==> config.mk <==
export PLATFORM = sky130hd
export DESIGN_NAME = register_64bit_unpack
export DESIGN_NICKNAME = d
export VERILOG_FILES = /design/src/rtl/register_64bit_unpack_pkg.sv /design/src/rtl/register_32bit.sv /design/src/rtl/register_64bit_unpack.sv
export SDC_FILE = /design/constraint.sdc
export NUM_CORES = 1
export LEC_CHECK = 0
export BUFFER_PORTS_ARGS = -buffer_cell sky130_fd_sc_hd__buf_4
export CORE_MARGIN = 5
export CORE_UTILIZATION = 34
export DETAILED_ROUTE_END_ITERATION = 6
export GPL_TIMING_DRIVEN = 0
export PLACE_DENSITY = 0.56
export SLEW_MARGIN = 15
export SYNTH_ARGS = -nofsm -noshare
export SYNTH_HDL_FRONTEND = slang
export SYNTH_HIERARCHICAL = 1
export SYNTH_SLANG_ARGS = --single-unit
==> constraint.sdc <==
create_clock -name clk -period 1.95 [get_ports clk]
set_input_delay 0.2925 -clock clk [delete_from_list [all_inputs] [get_ports clk]]
set_output_delay 0.2925 -clock clk [all_outputs]
set_load 0.01 [all_outputs]
==> src/rtl/register_64bit_unpack_pkg.sv <==
// Shared types for the 64-to-32 bit unpacker.
// Holds the FSM state encoding and the data widths.
package register_64bit_unpack_pkg;

    localparam int WORD_W = 64;
    localparam int HALF_W = 32;
    localparam int CNT_W  = 8;

    typedef enum logic [1:0] {
        IDLE   = 2'b00,
        FIRST  = 2'b01,
        SECOND = 2'b10
    } state_t;

endpackage

==> src/rtl/register_32bit.sv <==
// 32-bit holding register with a synchronous, active-high reset and a write enable.
// Reset takes priority over the write.
module register_32bit (
    input  logic        clk,
    input  logic        rst,
    input  logic        write,
    input  logic [31:0] d,
    output logic [31:0] q
);

    logic [31:0] data_q;
    logic [31:0] data_d;

    always_comb begin
        data_d = data_q;
        if (write) begin
            data_d = d;
        end
    end

    always_ff @(posedge clk) begin
        if (rst) begin
            data_q <= '0;
        end else begin
            data_q <= data_d;
        end
    end

    assign q = data_q;

endmodule

==> src/rtl/register_64bit_unpack.sv <==
// Splits each accepted 64-bit word into two 32-bit beats on a valid/ready stream.
// LOW_FIRST selects whether bits [31:0] or bits [63:32] go out first.
module register_64bit_unpack
    import register_64bit_unpack_pkg::*;
#(
    parameter int LOW_FIRST = 1
) (
    input  logic                clk,
    input  logic                rst,
    input  logic [WORD_W-1:0]   in_data,
    input  logic                in_valid,
    output logic                in_ready,
    output logic [HALF_W-1:0]   out_data,
    output logic                out_valid,
    input  logic                out_ready,
    output logic                out_last,
    output logic [CNT_W-1:0]    word_count
);

    state_t             state_q;
    state_t             state_d;
    logic [CNT_W-1:0]   word_count_q;
    logic [CNT_W-1:0]   word_count_d;
    logic [HALF_W-1:0]  lo_q;
    logic [HALF_W-1:0]  hi_q;
    logic [HALF_W-1:0]  first_half;
    logic [HALF_W-1:0]  second_half;
    logic               in_xfer;
    logic               out_xfer;

    register_32bit u_reg_lo (
        .clk   (clk),
        .rst   (rst),
        .write (in_xfer),
        .d     (in_data[HALF_W-1:0]),
        .q     (lo_q)
    );

    register_32bit u_reg_hi (
        .clk   (clk),
        .rst   (rst),
        .write (in_xfer),
        .d     (in_data[WORD_W-1:HALF_W]),
        .q     (hi_q)
    );

    assign first_half  = (LOW_FIRST != 0) ? lo_q : hi_q;
    assign second_half = (LOW_FIRST != 0) ? hi_q : lo_q;

    // Outputs are forced to their idle values while rst is high, not just after the edge.
    always_comb begin
        in_ready  = 1'b1;
        out_valid = 1'b0;
        out_last  = 1'b0;
        out_data  = '0;
        if (!rst) begin
            case (state_q)
                FIRST: begin
                    in_ready  = 1'b0;
                    out_valid = 1'b1;
                    out_data  = first_half;
                end
                SECOND: begin
                    in_ready  = out_ready;
                    out_valid = 1'b1;
                    out_last  = 1'b1;
                    out_data  = second_half;
                end
                default: begin
                end
            endcase
        end
    end

    assign in_xfer    = in_valid & in_ready;
    assign out_xfer   = out_valid & out_ready;
    assign word_count = rst ? '0 : word_count_q;

    always_comb begin
        state_d      = state_q;
        word_count_d = word_count_q;
        case (state_q)
            IDLE: begin
                if (in_xfer) begin
                    state_d = FIRST;
                end
            end
            FIRST: begin
                if (out_xfer) begin
                    state_d = SECOND;
                end
            end
            SECOND: begin
                if (out_xfer) begin
                    word_count_d = word_count_q + 1'b1;
                    state_d      = in_xfer ? FIRST : IDLE;
                end
            end
            default: begin
                state_d = IDLE;
            end
        endcase
    end

    always_ff @(posedge clk) begin
        if (rst) begin
            state_q      <= IDLE;
            word_count_q <= '0;
        end else begin
            state_q      <= state_d;
            word_count_q <= word_count_d;
        end
    end

endmodule

Yosys cells after proc, flatten, opt, wreduce, memory -nomap -nowiden
Cells that the tools add are included.

Register bits after elaboration: 74. Input bits: 68. Output and inout port bits: 43. Logic and storage cells: 30.

Add/subtract/negate cells: 1. Equality and inequality tests: 5. Muxes and demuxes: 14. Bitwise logic cells: 2. Reductions and logical operators: 4.

Operators with widths (number): 32-bit case mux with 2 select lines (1); 32-bit two-way mux (1); 8-bit by 1-bit adder with 8-bit output (second input constant) (1); 8-bit two-way mux (1); 1-bit two-way mux (6); 2-bit two-way mux (3); 2-bit inequality test (second input constant) (3); 2-bit case mux with 3 select lines (1); 3-bit AND reduction (1); 1-bit AND (2); 2-bit by 1-bit equality test with 1-bit output (second input constant) (1); 2-bit equality test (second input constant) (1); 2-bit logical NOT (1); 1-bit case mux with 2 select lines (1); 2-bit AND reduction (1); 2-bit OR reduction (1).

Longest topological paths before layout
Gate-level depths: netlist (run 1).

Depth after elaboration: 7. Mapped depth: 10. Gate-level depth less buffers: 7.

Hierarchy
Netlist (run 1), hierarchy kept.

By module, submodules not included: register_32bit (times used 2, cells each 103, area an instance 1163.6 µm², sequential area each 640.6 µm²); register_64bit_unpack (times used 1, cells each 147, area an instance 1028.5 µm², sequential area each 200.2 µm²).

Worst setup path after synthesis (run 1)
OpenSTA, ideal clock, no wires.

Path type: register to register. Start point: register state_q[0]. End point: register u_reg_hi.data_q[0], in the netlist u_reg_hi/q[0]. Setup time: 0.128 ns. Arrival: 1.675 ns. Data required time: 1.822 ns. Path slack: 0.148 ns. Cell stages (with the launch flop): 11. Path buffers: 3. Clock period less this slack: 1.802 ns. Cells stage by stage: dfxtp_1 -> inv_1 -> ha_1 -> buf_4 -> a21o_1 -> o21ai_0 -> inv_1 -> buf_6 -> buf_12 -> mux2i_1 -> nor2_1.

Longest elaborated chain between the ends: 4. Elaborated cells on any way between the ends: 5. Classes of those cells: eq/ne (2); mux (2); bitwise (1).

Ends and longest elaborated chain: start: declaration (line register_64bit_unpack.sv:20) `state_t state_q;`; start signal: assignment (line register_64bit_unpack.sv:110) `state_q <= state_d;`; 2-bit equality test or 2-bit by 1-bit equality test with 1-bit output (tied branches) (line register_64bit_unpack.sv:57) `case (state_q)`; 1-bit case mux with 2 select lines * (line register_64bit_unpack.sv:57); 1-bit two-way mux * (line register_64bit_unpack.sv:56) `if (!rst) begin`; 1-bit AND * (line register_64bit_unpack.sv:75) `assign in_xfer = in_valid & in_ready;`; via in_xfer (line register_64bit_unpack.sv:28) `logic in_xfer;`; end signal: assignment (line register_32bit.sv:25) `data_q <= data_d;`; end: declaration (line register_32bit.sv:11) `logic [31:0] data_q;`.

The timed path passes the listed nets; every way through them passes the cells marked *. A chain may end at the register's enable or synchronous reset.

Final worst setup path (run 1)
Start point: register state_q[0]. End point: output out_data[23].

Longest elaborated chain between the ends: 3. Elaborated cells on any way between the ends: 4. Classes of those cells: eq/ne (2); mux (2).

Ends and longest elaborated chain: 2-bit equality test or 2-bit by 1-bit equality test with 1-bit output (tied branches) (line register_64bit_unpack.sv:57); 32-bit case mux with 2 select lines * (line register_64bit_unpack.sv:57); 32-bit two-way mux * (line register_64bit_unpack.sv:56); end: declaration (line register_64bit_unpack.sv:13) `output logic [HALF_W-1:0] out_data,`.

Mark *: on every way between the ends. The rest lies on a longest branch, timed or not.

==> results.sh, run 1 <==
export IMPL_status="finished, final reports clean"
export IMPL_grt_overflow=0
export IMPL_synth_top_area_frac=0.4415
export IMPL_critical_path_peak_fanout=10
export IMPL_cp_start_kind="flop"
export IMPL_endpoint_kind="output pin"
export IMPL_hold_class="in2reg"
export IMPL_synthTopCellsByCount="nor2_1 (104), dfxtp_1 (74), mux2i_1 (65), a22oi_1 (32), clkbuf_1 (19)"
export IMPL_highest_layer="met4"
export IMPL_reg2reg_from="state_q[0]$_SDFFE_PP0P_"
export IMPL_yosys_top_cells_area="dfxtp_1 (44%), mux2i_1 (19%), nor2_1 (12%)"
export IMPL_required_ns=1.66
export IMPL_cts_htree_levels=3
export IMPL_fp_coreArea_mm2=0.009684
export IMPL_synth_xor_area_frac=0.01566
export IMPL_crit_start="state_q[0]$_SDFFE_PP0P_"
export IMPL_drv_cap=0
export IMPL_fin_worst_skew_ns=0.01144
export IMPL_syn_area_mm2=0.003356
export IMPL_yosysTopAreaCell="dfxtp_1"
export IMPL_hold_violations=0
export IMPL_rows=36
export IMPL_wl_met2_um=4080
export IMPL_whs_ns=0.1836
export IMPL_synth_seq_cells=74
export IMPL_cts_tree="built"
export IMPL_antenna_found_initial=0
export IMPL_clockBufferDepth=2
export IMPL_syn_inst=353
export IMPL_yosysMostFrequentCell="nor2_1"
export IMPL_fin_tns_setup_ns=0
export IMPL_grt_pass1_vias=2884
export IMPL_synth_avg_cell_area_um2=9.506
export IMPL_synth_nets=427
export IMPL_post_dp_hpwl_um=6274
export IMPL_setup_viol_count_final=0
export IMPL_grt_usage=0.1488
export IMPL_drc=0
export IMPL_clkTransAtPathRegs_ns=0.08
export IMPL_p_leak_nw=2.152
export IMPL_fp_dieW_um=109.3
export IMPL_drt_total_wl_um=8824
export IMPL_num_vias=2800
export IMPL_synth_area_mux_share=0.2006
export IMPL_worstSetupPathType="reg2out"
export IMPL_cts_sink_count=74
export IMPL_synth_edf_count=0
export IMPL_clock_root_buffer="clkbuf_8"
export IMPL_layout_drive_gt1_share=0.3813
export IMPL_firstDrtPassIters=4
export IMPL_cts_buffers=9
export IMPL_dpl_cell_area_mm2=0.004348
export IMPL_ant_nets=0
export IMPL_dieArea_mm2=0.01196
export IMPL_io_pins=111
export IMPL_max_freq_mhz=518.5
export IMPL_synth_simple_area_share=0.1641
export IMPL_synth_fa_ha_area_frac=0.02237
export IMPL_period_needed_ns=1.929
export IMPL_async_reset_ff_frac=0
export IMPL_grt_pass1_wl_um=13850
export IMPL_relSlewSlack=0.6478
export IMPL_fin_cells=613
export IMPL_first_iter_violations=89
export IMPL_cts_hold_buf=0
export IMPL_wl_per_cell_um=14.39
export IMPL_wl_met3_um=659
export IMPL_cp_arrival_ns=1.64
export IMPL_irDropWorstVdd_mv=0.4053
export IMPL_synth_compound_area_share=0.08315
export IMPL_power_density_mw_per_mm2=955.1
export IMPL_finalMaxSlewViolations=0
export IMPL_placedCellCount=596
export IMPL_avgViaCountPerCell=4.568
export IMPL_area_growth_pct=43.77
export IMPL_grt_max_degree=16
export IMPL_die_h_um=109.3
export IMPL_fin_crit_sh=0.9890
export IMPL_nNetsFinal=550
export IMPL_gp_congestion=0.7573
export IMPL_portBuffers=110
export IMPL_synth_ff_type="dfxtp_1"
export IMPL_diodes=0
export IMPL_wl_met1_um=3988
export IMPL_max_slew_worst_pin_slew_ns=0.5282
export IMPL_start_util=0.3465
export IMPL_stdcell_area_mm2=0.004825
export IMPL_rsz0062_at_grt="true"
export IMPL_clock_latency_ns=0.34
export IMPL_synth_top_family_by_area="multiplexers"
export IMPL_synth_cell_type_count=27
export IMPL_yosysSeqAreaShare=0.4415
export IMPL_min_from="in_data[59]"
export IMPL_ys_warn_count=6
[timing repair]
item	in CTS	in global routing
setup buffers	3	0
gates resized for setup	41	26
gates cloned	1	0
setup endpoints to repair	96	89
[power by group]
group / total, W / leakage [nW] / internal (W) / switching (W)
clock network: 0.00131 / 0.106 / 0.000752 / 0.000557
registers: 0.00178 / 0.610 / 0.00168 / 0.000103
logic: 0.00152 / 1.44 / 0.000760 / 0.000759
total: 0.00461 / 2.15 / 0.00319 / 0.00142
[sequential cells by signal, summed over array words and instances (netlist names)]
register / count
u_reg_hi/q: 32
u_reg_lo/q: 32
word_count_q: 8
state_q: 2
[critical path, stage by stage, from the launching register on]
cell and delay, ns:
dfxtp_2 0.37, inv_4 0.06, ha_4 0.16, buf_6 0.13, clkbuf_8 0.16, a22oi_1 0.21, nor2_2 0.05, buf_4 0.14
[final timing paths]
path	slack (ns)	to	cells after the start
max	0.02	out_data[23]	7
min	0.18	u_reg_hi/q[27]$_SDFFE_PP0P_	3
max reg2reg	0.15	u_reg_lo/q[10]$_SDFFE_PP0P_	10
min reg2reg	0.49	word_count_q[7]$_SDFFE_PP0P_	2
[cells by family after synthesis]
kind of cell    Yosys count
xor+xnor                  6
simple gates            128
mux                      67
compound gates           39
fa+ha+maj                 6
buf+inv                  33
flops                    74
[metal layers]
layer | GRT usage | vias to the layer above
met3 | 0.04580 | 8
met2 | 0.2302 | 80
met1 | 0.1973 | 1279
met5 | 0 | -
met4 | 0.04987 | 0
li1 | - | 1433
[stage by stage]
stage	worst slack (ns)	util	total power, W
detailed placement	-0.2136	0.4490	0.003060
CTS	0.005722	0.4880	0.004609
floorplan	0.1476	-	0.002648
global placement	-0.2046	0.4490	0.003048
finish	0.02148	0.4982	0.004608
global route	-0.03756	0.4982	0.004877
[area by class of cell]
class                           instances  area, µm²
Buffer                                 27      302.8
Clock buffer                           11      141.4
Clock inverter                          4      76.32
Fill cell                             962       4860
Inverter                                4      17.52
Multi-Input combinational cell        246       1777
Sequential cell                        74       1486
Tap cell                              133      166.4
Timing Repair Buffer                  114      857.1
[layout by cell type, fill, tap and decap left out, types with 2 or more instances in the layout]
cell type	instances
a22oi_2	15
ha_4	3
nor2_1	96
nor2_2	8
nand2_1	3
nor2b_1	9
buf_12	6
mux2_2	2
xor2_1	5
bufinv_16	2
inv_1	2
mux2i_1	65
and3_1	2
nand4_1	2
dfxtp_1	72
a21oi_1	3
buf_4	114
a22oi_1	17
ha_1	3
clkbuf_1	9
clkbuf_8	17
nand2b_1	2
buf_6	4
No activity file was read; power rests on OpenSTA's default activity.
==> run 2, diff against run 1 <==
- CTS_CLUSTER_DIAMETER: not set -> 150
- clock period: 1.95 -> 2.48 ns (I/O delays scaled with it)
==> run 2 against run 1 <==
Compared with the run above: clock-buffer cell count is the same; final cell count down 0.33%; non-clock buffer count is 2 lower; combinational power fell by 34%; flip-flop and latch count did not move; clock power fell by 21%; sequential power fell by 22%; highest routed layer unchanged.
==> results.sh, run 2 (same netlist as run 1, synthesis figures left out) <==
export IMPL_drt_total_wl_um=8748
export IMPL_first_iter_violations=88
export IMPL_final_util=0.4734
export IMPL_comb_power_share=0.292
export IMPL_stdcell_area_mm2=0.004584
export IMPL_cp_arrival_ns=1.99
export IMPL_rows=36
export IMPL_setup_viol_count_final=0
export IMPL_cts_buffers=9
export IMPL_irDropWorstVdd_mv=0.3064
export IMPL_power_switching_w=0.001040
export IMPL_cts_tree="built"
export IMPL_cpPeakStageDelay_ns=0.39
export IMPL_cts_sink_count=74
export IMPL_crit_slowest_cell="dfxtp_1"
export IMPL_die_h_um=109.3
export IMPL_final_cell_mix="buf_4 (112), nor2_1 (104), dfxtp_1 (74), mux2i_1 (65), a22oi_1 (32)"
export IMPL_endpoint_kind="output pin"
export IMPL_reg2reg_slack_ns=0.44
export IMPL_num_vias=2829
export IMPL_period_needed_ns=2.360
export IMPL_clockBufferDepth=2
export IMPL_nNetsFinal=548
export IMPL_fp_coreArea_mm2=0.009684
export IMPL_critical_path_peak_fanout=10
export IMPL_area_growth_pct=36.61
export IMPL_ant_nets=0
export IMPL_clock_latency_ns=0.34
export IMPL_total_power_w=0.003416
export IMPL_grt_overflow=0
export IMPL_diodes=0
export IMPL_crit_chain="inv_1 -> ha_1 -> nand2b_1 -> clkbuf_1 -> clkbuf_4 -> nor2_1 -> buf_4"
export IMPL_hold_class="in2reg"
export IMPL_fin_crit_sh=0.9516
export IMPL_io_pins=111
export IMPL_portBuffers=110
export IMPL_fin_worst_skew_ns=0.009898
export IMPL_gp_congestion=0.7573
export IMPL_relSlewSlack=0.6447
export IMPL_fin_tns_setup_ns=0
export IMPL_p_seq_frac=0.405
export IMPL_cp_start_kind="flop"
export IMPL_power_density_mw_per_mm2=745.2
export IMPL_final_common_cell="buf_4"
export IMPL_cts_htree_levels=3
export IMPL_antenna_found_initial=0
export IMPL_drc=0
export IMPL_rsz0062_at_grt="false"
export IMPL_fp_dieW_um=109.3
export IMPL_required_ns=2.11
export IMPL_grt_pass1_vias=2843
export IMPL_finalMaxSlewViolations=0
export IMPL_clkTransAtPathRegs_ns=0.08
export IMPL_max_slew_worst_pin_slew_ns=0.5330
export IMPL_post_dp_hpwl_um=6274
export IMPL_dpl_cell_area_mm2=0.004348
export IMPL_start_util=0.3465
export IMPL_layout_drive_gt1_share=0.3075
export IMPL_grt_max_degree=16
export IMPL_grt_usage=0.1471
export IMPL_cts_hold_buf=0
export IMPL_max_freq_mhz=423.7
export IMPL_grt_pass1_wl_um=13670
export IMPL_internal_power_w=0.002377
export IMPL_p_sw_frac=0.3043
export IMPL_firstDrtPassIters=4
export IMPL_final_fill_count=985
export IMPL_avgViaCountPerCell=4.630
export IMPL_p_leak_nw=2.097
export IMPL_dieArea_mm2=0.01196
export IMPL_hold_violations=0
export IMPL_status="finished, final reports clean"
export IMPL_clock_root_buffer="clkbuf_8"
export IMPL_wl_per_cell_um=14.32
export IMPL_drv_cap=0
export IMPL_worstSetupPathType="reg2out"
export IMPL_p_clk_frac=0.303
[run 2: final cells by class]
type                       count  area (µm²)  share of cell area
clock buffer                  11       141.4             0.03084
buffer                        29       247.7             0.05404
tap                          133       166.4             0.03630
clock inverter                 4       76.32             0.01665
multi-input combinational    246        1630              0.3556
sequential                    74        1481              0.3231
inverter                       4       15.01            0.003275
timing repair buffer         110       825.8              0.1801
[run 2: path summary, 6_finish.rpt]
check                           cells past startpoint                          from                            to
worst max-delay path                                7       state_q[0]$_SDFFE_PP0P_                  out_data[13]
worst min-delay path                                3                   in_data[27]   u_reg_lo/q[27]$_SDFFE_PP0P_
worst max register to register                     10       state_q[0]$_SDFFE_PP0P_   u_reg_lo/q[10]$_SDFFE_PP0P_
worst min register to register                      2  word_count_q[7]$_SDFFE_PP0P_  word_count_q[7]$_SDFFE_PP0P_
[run 2: metrics by stage]
| step | hold WS (ns) | worst slack (ns) | std cells |
|---|---|---|---|
| after global placement | 0.4601 | 0.2459 | 596 |
| after floorplan | 0.4444 | 0.6776 | 353 |
| after CTS | 0.2493 | 0.01069 | 611 |
| final | 0.2639 | 0.1200 | 611 |
| after detailed placement | 0.4807 | 0.2369 | 596 |
| after global routing | 0.2426 | 0.005759 | 611 |
[run 2: layer usage]
metal,vias to the layer above,share of wire,GRT usage
li1,1432,-,-
met1,1303,0.45,0.1944
met2,89,0.46,0.2262
met3,5,0.077,0.04580
met4,0,0.0065,0.05254
met5,-,0,0
[run 2: worst max-delay path: cells and delay by family, from the launching register on]
family / cells / cell delay, ns
buf+inv: 4 / 0.78
flops: 1 / 0.39
fa+ha+maj: 1 / 0.31
simple gates: 2 / 0.16
[run 2: repair_timing]
| item | in CTS | in global routing |
|---|---|---|
| resized for setup | 4 | 16 |
| buffers inserted | 0 | 0 |
| endpoints found under the setup margin | 30 | 30 |
[run 2: power groups by stage]
| stage | Sequential, W | Combinational [W] | Clock (W) |
|---|---|---|---|
| final | 0.00138 | 0.000998 | 0.00103 |
| after CTS | 0.00138 | 0.00100 | 0.00107 |
| after global routing | 0.00140 | 0.00110 | 0.00112 |
| after floorplan | 0.00139 | 0.000690 | 0 |
| after detailed placement | 0.00141 | 0.000996 | 0 |
| after global placement | 0.00141 | 0.000991 | 0 |
==> run 3, diff against run 2 <==
- REMOVE_ABC_BUFFERS: not set -> 1
==> run 3 against run 2 <==
Compared with the run above: design area fell by 1.2%; sequential share of layout area rose by 0.42 points; non-clock buffer count fell by 25; clock power rose by 11%; die area did not move; first-iteration DRC count rose by 53%; clock skew rose by 0.0027 ns; flip-flop and latch count did not move; critical path type unchanged; critical endpoint is now in_ready; largest cell class unchanged; highest routed layer unchanged.
==> results.sh, run 3 (same netlist as run 1, synthesis figures left out) <==
export IMPL_nNetsFinal=524
export IMPL_rsz0062_at_grt="false"
export IMPL_final_common_cell="buf_4"
export IMPL_p_sw_frac=0.2983
export IMPL_cts_hold_buf=0
export IMPL_io_pins=111
export IMPL_avgViaCountPerCell=4.716
export IMPL_layout_drive_gt1_share=0.3077
export IMPL_cp_start_kind="flop"
export IMPL_post_dp_hpwl_um=5428
export IMPL_cts_htree_levels=3
export IMPL_gp_congestion=0.6931
export IMPL_clockBufferDepth=2
export IMPL_fin_worst_skew_ns=0.01256
export IMPL_grt_max_degree=88
export IMPL_firstDrtPassIters=4
export IMPL_cts_tree="built"
export IMPL_final_cell_mix="buf_4 (109), nor2_1 (103), dfxtp_1 (73), mux2i_1 (65), a22oi_1 (32)"
export IMPL_hold_violations=0
export IMPL_cts_sink_count=74
export IMPL_required_ns=2.11
export IMPL_drv_cap=0
export IMPL_power_switching_w=0.001050
export IMPL_max_slew_worst_pin_slew_ns=0.6315
export IMPL_clock_latency_ns=0.34
export IMPL_hold_depth=3
export IMPL_grt_pass1_vias=2719
export IMPL_crit_slowest_cell="dfxtp_2"
export IMPL_p_clk_frac=0.324
export IMPL_p_seq_frac=0.394
export IMPL_diodes=0
export IMPL_first_iter_violations=135
export IMPL_clock_root_buffer="clkbuf_8"
export IMPL_period_needed_ns=2.308
export IMPL_antenna_found_initial=0
export IMPL_wl_per_cell_um=14.59
export IMPL_worstSetupPathType="reg2out"
export IMPL_fp_dieW_um=109.3
export IMPL_setup_viol_count_final=0
export IMPL_relSlewSlack=0.5790
export IMPL_grt_usage=0.1422
export IMPL_grt_pass1_wl_um=13430
export IMPL_finalMaxSlewViolations=0
export IMPL_cpPeakStageDelay_ns=0.38
export IMPL_power_density_mw_per_mm2=777.1
export IMPL_drc=0
export IMPL_crit_chain="inv_1 -> ha_4 -> buf_16 -> a21o_1 -> or2_2 -> buf_4"
export IMPL_drt_total_wl_um=8579
export IMPL_ant_nets=0
export IMPL_clkTransAtPathRegs_ns=0.08
export IMPL_final_util=0.4677
export IMPL_rows=36
export IMPL_fp_coreArea_mm2=0.009684
export IMPL_fin_tns_setup_ns=0
export IMPL_max_freq_mhz=433.2
export IMPL_cp_arrival_ns=1.94
export IMPL_status="finished, final reports clean"
export IMPL_portBuffers=110
export IMPL_start_util=0.3465
export IMPL_grt_overflow=0
export IMPL_p_leak_nw=2.046
export IMPL_irDropWorstVdd_mv=0.3536
export IMPL_fin_crit_sh=0.9308
export IMPL_internal_power_w=0.002470
export IMPL_hold_class="in2reg"
export IMPL_comb_power_share=0.282
export IMPL_critical_path_peak_fanout=19
export IMPL_r2r_cells=9
export IMPL_cts_buffers=9
export IMPL_dieArea_mm2=0.01196
export IMPL_endpoint_kind="output pin"
export IMPL_die_h_um=109.3
export IMPL_area_growth_pct=34.97
export IMPL_num_vias=2773
export IMPL_cts_setup_buffers=0
## run 3: cell type report
cell class,instances,area (µm²)
multi-input cells,246,1672
fillers,969,5155
flip-flops and latches,74,1483
repair buffers,114,929.6
well taps,133,166.4
clock buffers,12,145.1
inverters,4,28.78
clock inverters,4,98.84
repair inverters,1,6.256
## run 3: critical path, delay by kind of cell, from the launching register on
family / cells / cell delay [ns]
AOI/OAI and AO/OA: 1 / 0.22
adders and majority gates: 1 / 0.27
buffers and inverters: 3 / 0.45
DFF: 1 / 0.38
and+or+nand+nor: 1 / 0.29
## run 3: per-layer routing
| layer | vias to the layer above | wire (µm) | share of wire | GRT usage |
|---|---|---|---|---|
| li1 | 1389 | - | - | - |
| met1 | 1298 | 3936 | 0.46 | 0.1918 |
| met2 | 80 | 4013 | 0.47 | 0.2210 |
| met3 | 6 | 574 | 0.067 | 0.04345 |
| met4 | 0 | 53 | 0.0062 | 0.03740 |
| met5 | - | 0 | 0 | 0 |
## run 3: power by group through the flow
stage / clock network [W] / registers (W) / logic [W]
2_1_floorplan: 0 / 0.00139 / 0.000582
5_1_grt: 0.00123 / 0.00140 / 0.00109
3_5_place_dp: 0 / 0.00141 / 0.000934
6_report: 0.00114 / 0.00139 / 0.000992
4_1_cts: 0.00118 / 0.00139 / 0.000980
3_3_place_gp: 0 / 0.00140 / 0.000897
## run 3: repair_timing
| item | 4_1_cts | 5_1_grt |
|---|---|---|
| setup endpoints to repair | 65 | 47 |
| cloned | 1 | 1 |
| resized for setup | 5 | 4 |
| hold endpoints to repair | 0 | 0 |
## run 3: final timing paths
kind / startpoint / end / slack, ns
setup / recovery: state_q[0]$_SDFFE_PP0P_ / in_ready / 0.17
hold / removal: in_data[38] / u_reg_hi/q[6]$_SDFFE_PP0P_ / 0.26
setup reg to reg: state_q[0]$_SDFFE_PP0P_ / u_reg_hi/q[13]$_SDFFE_PP0P_ / 0.20
hold reg to reg: word_count_q[7]$_SDFFE_PP0P_ / word_count_q[7]$_SDFFE_PP0P_ / 0.50
## run 3: metrics by stage
step,instances,setup WS (ns),total power [W],instance area (µm²),hold WS (ns)
after global placement,567,-2.508,0.002299,4119,0.4694
after CTS,587,0.02058,0.003541,4489,0.2464
after global routing,588,0.03762,0.003721,4529,0.2438
final,588,0.1716,0.003520,4529,0.2610
after detailed placement,570,-0.2945,0.002342,4204,0.4858
after floorplan,324,-1.224,0.001974,3127,0.4411
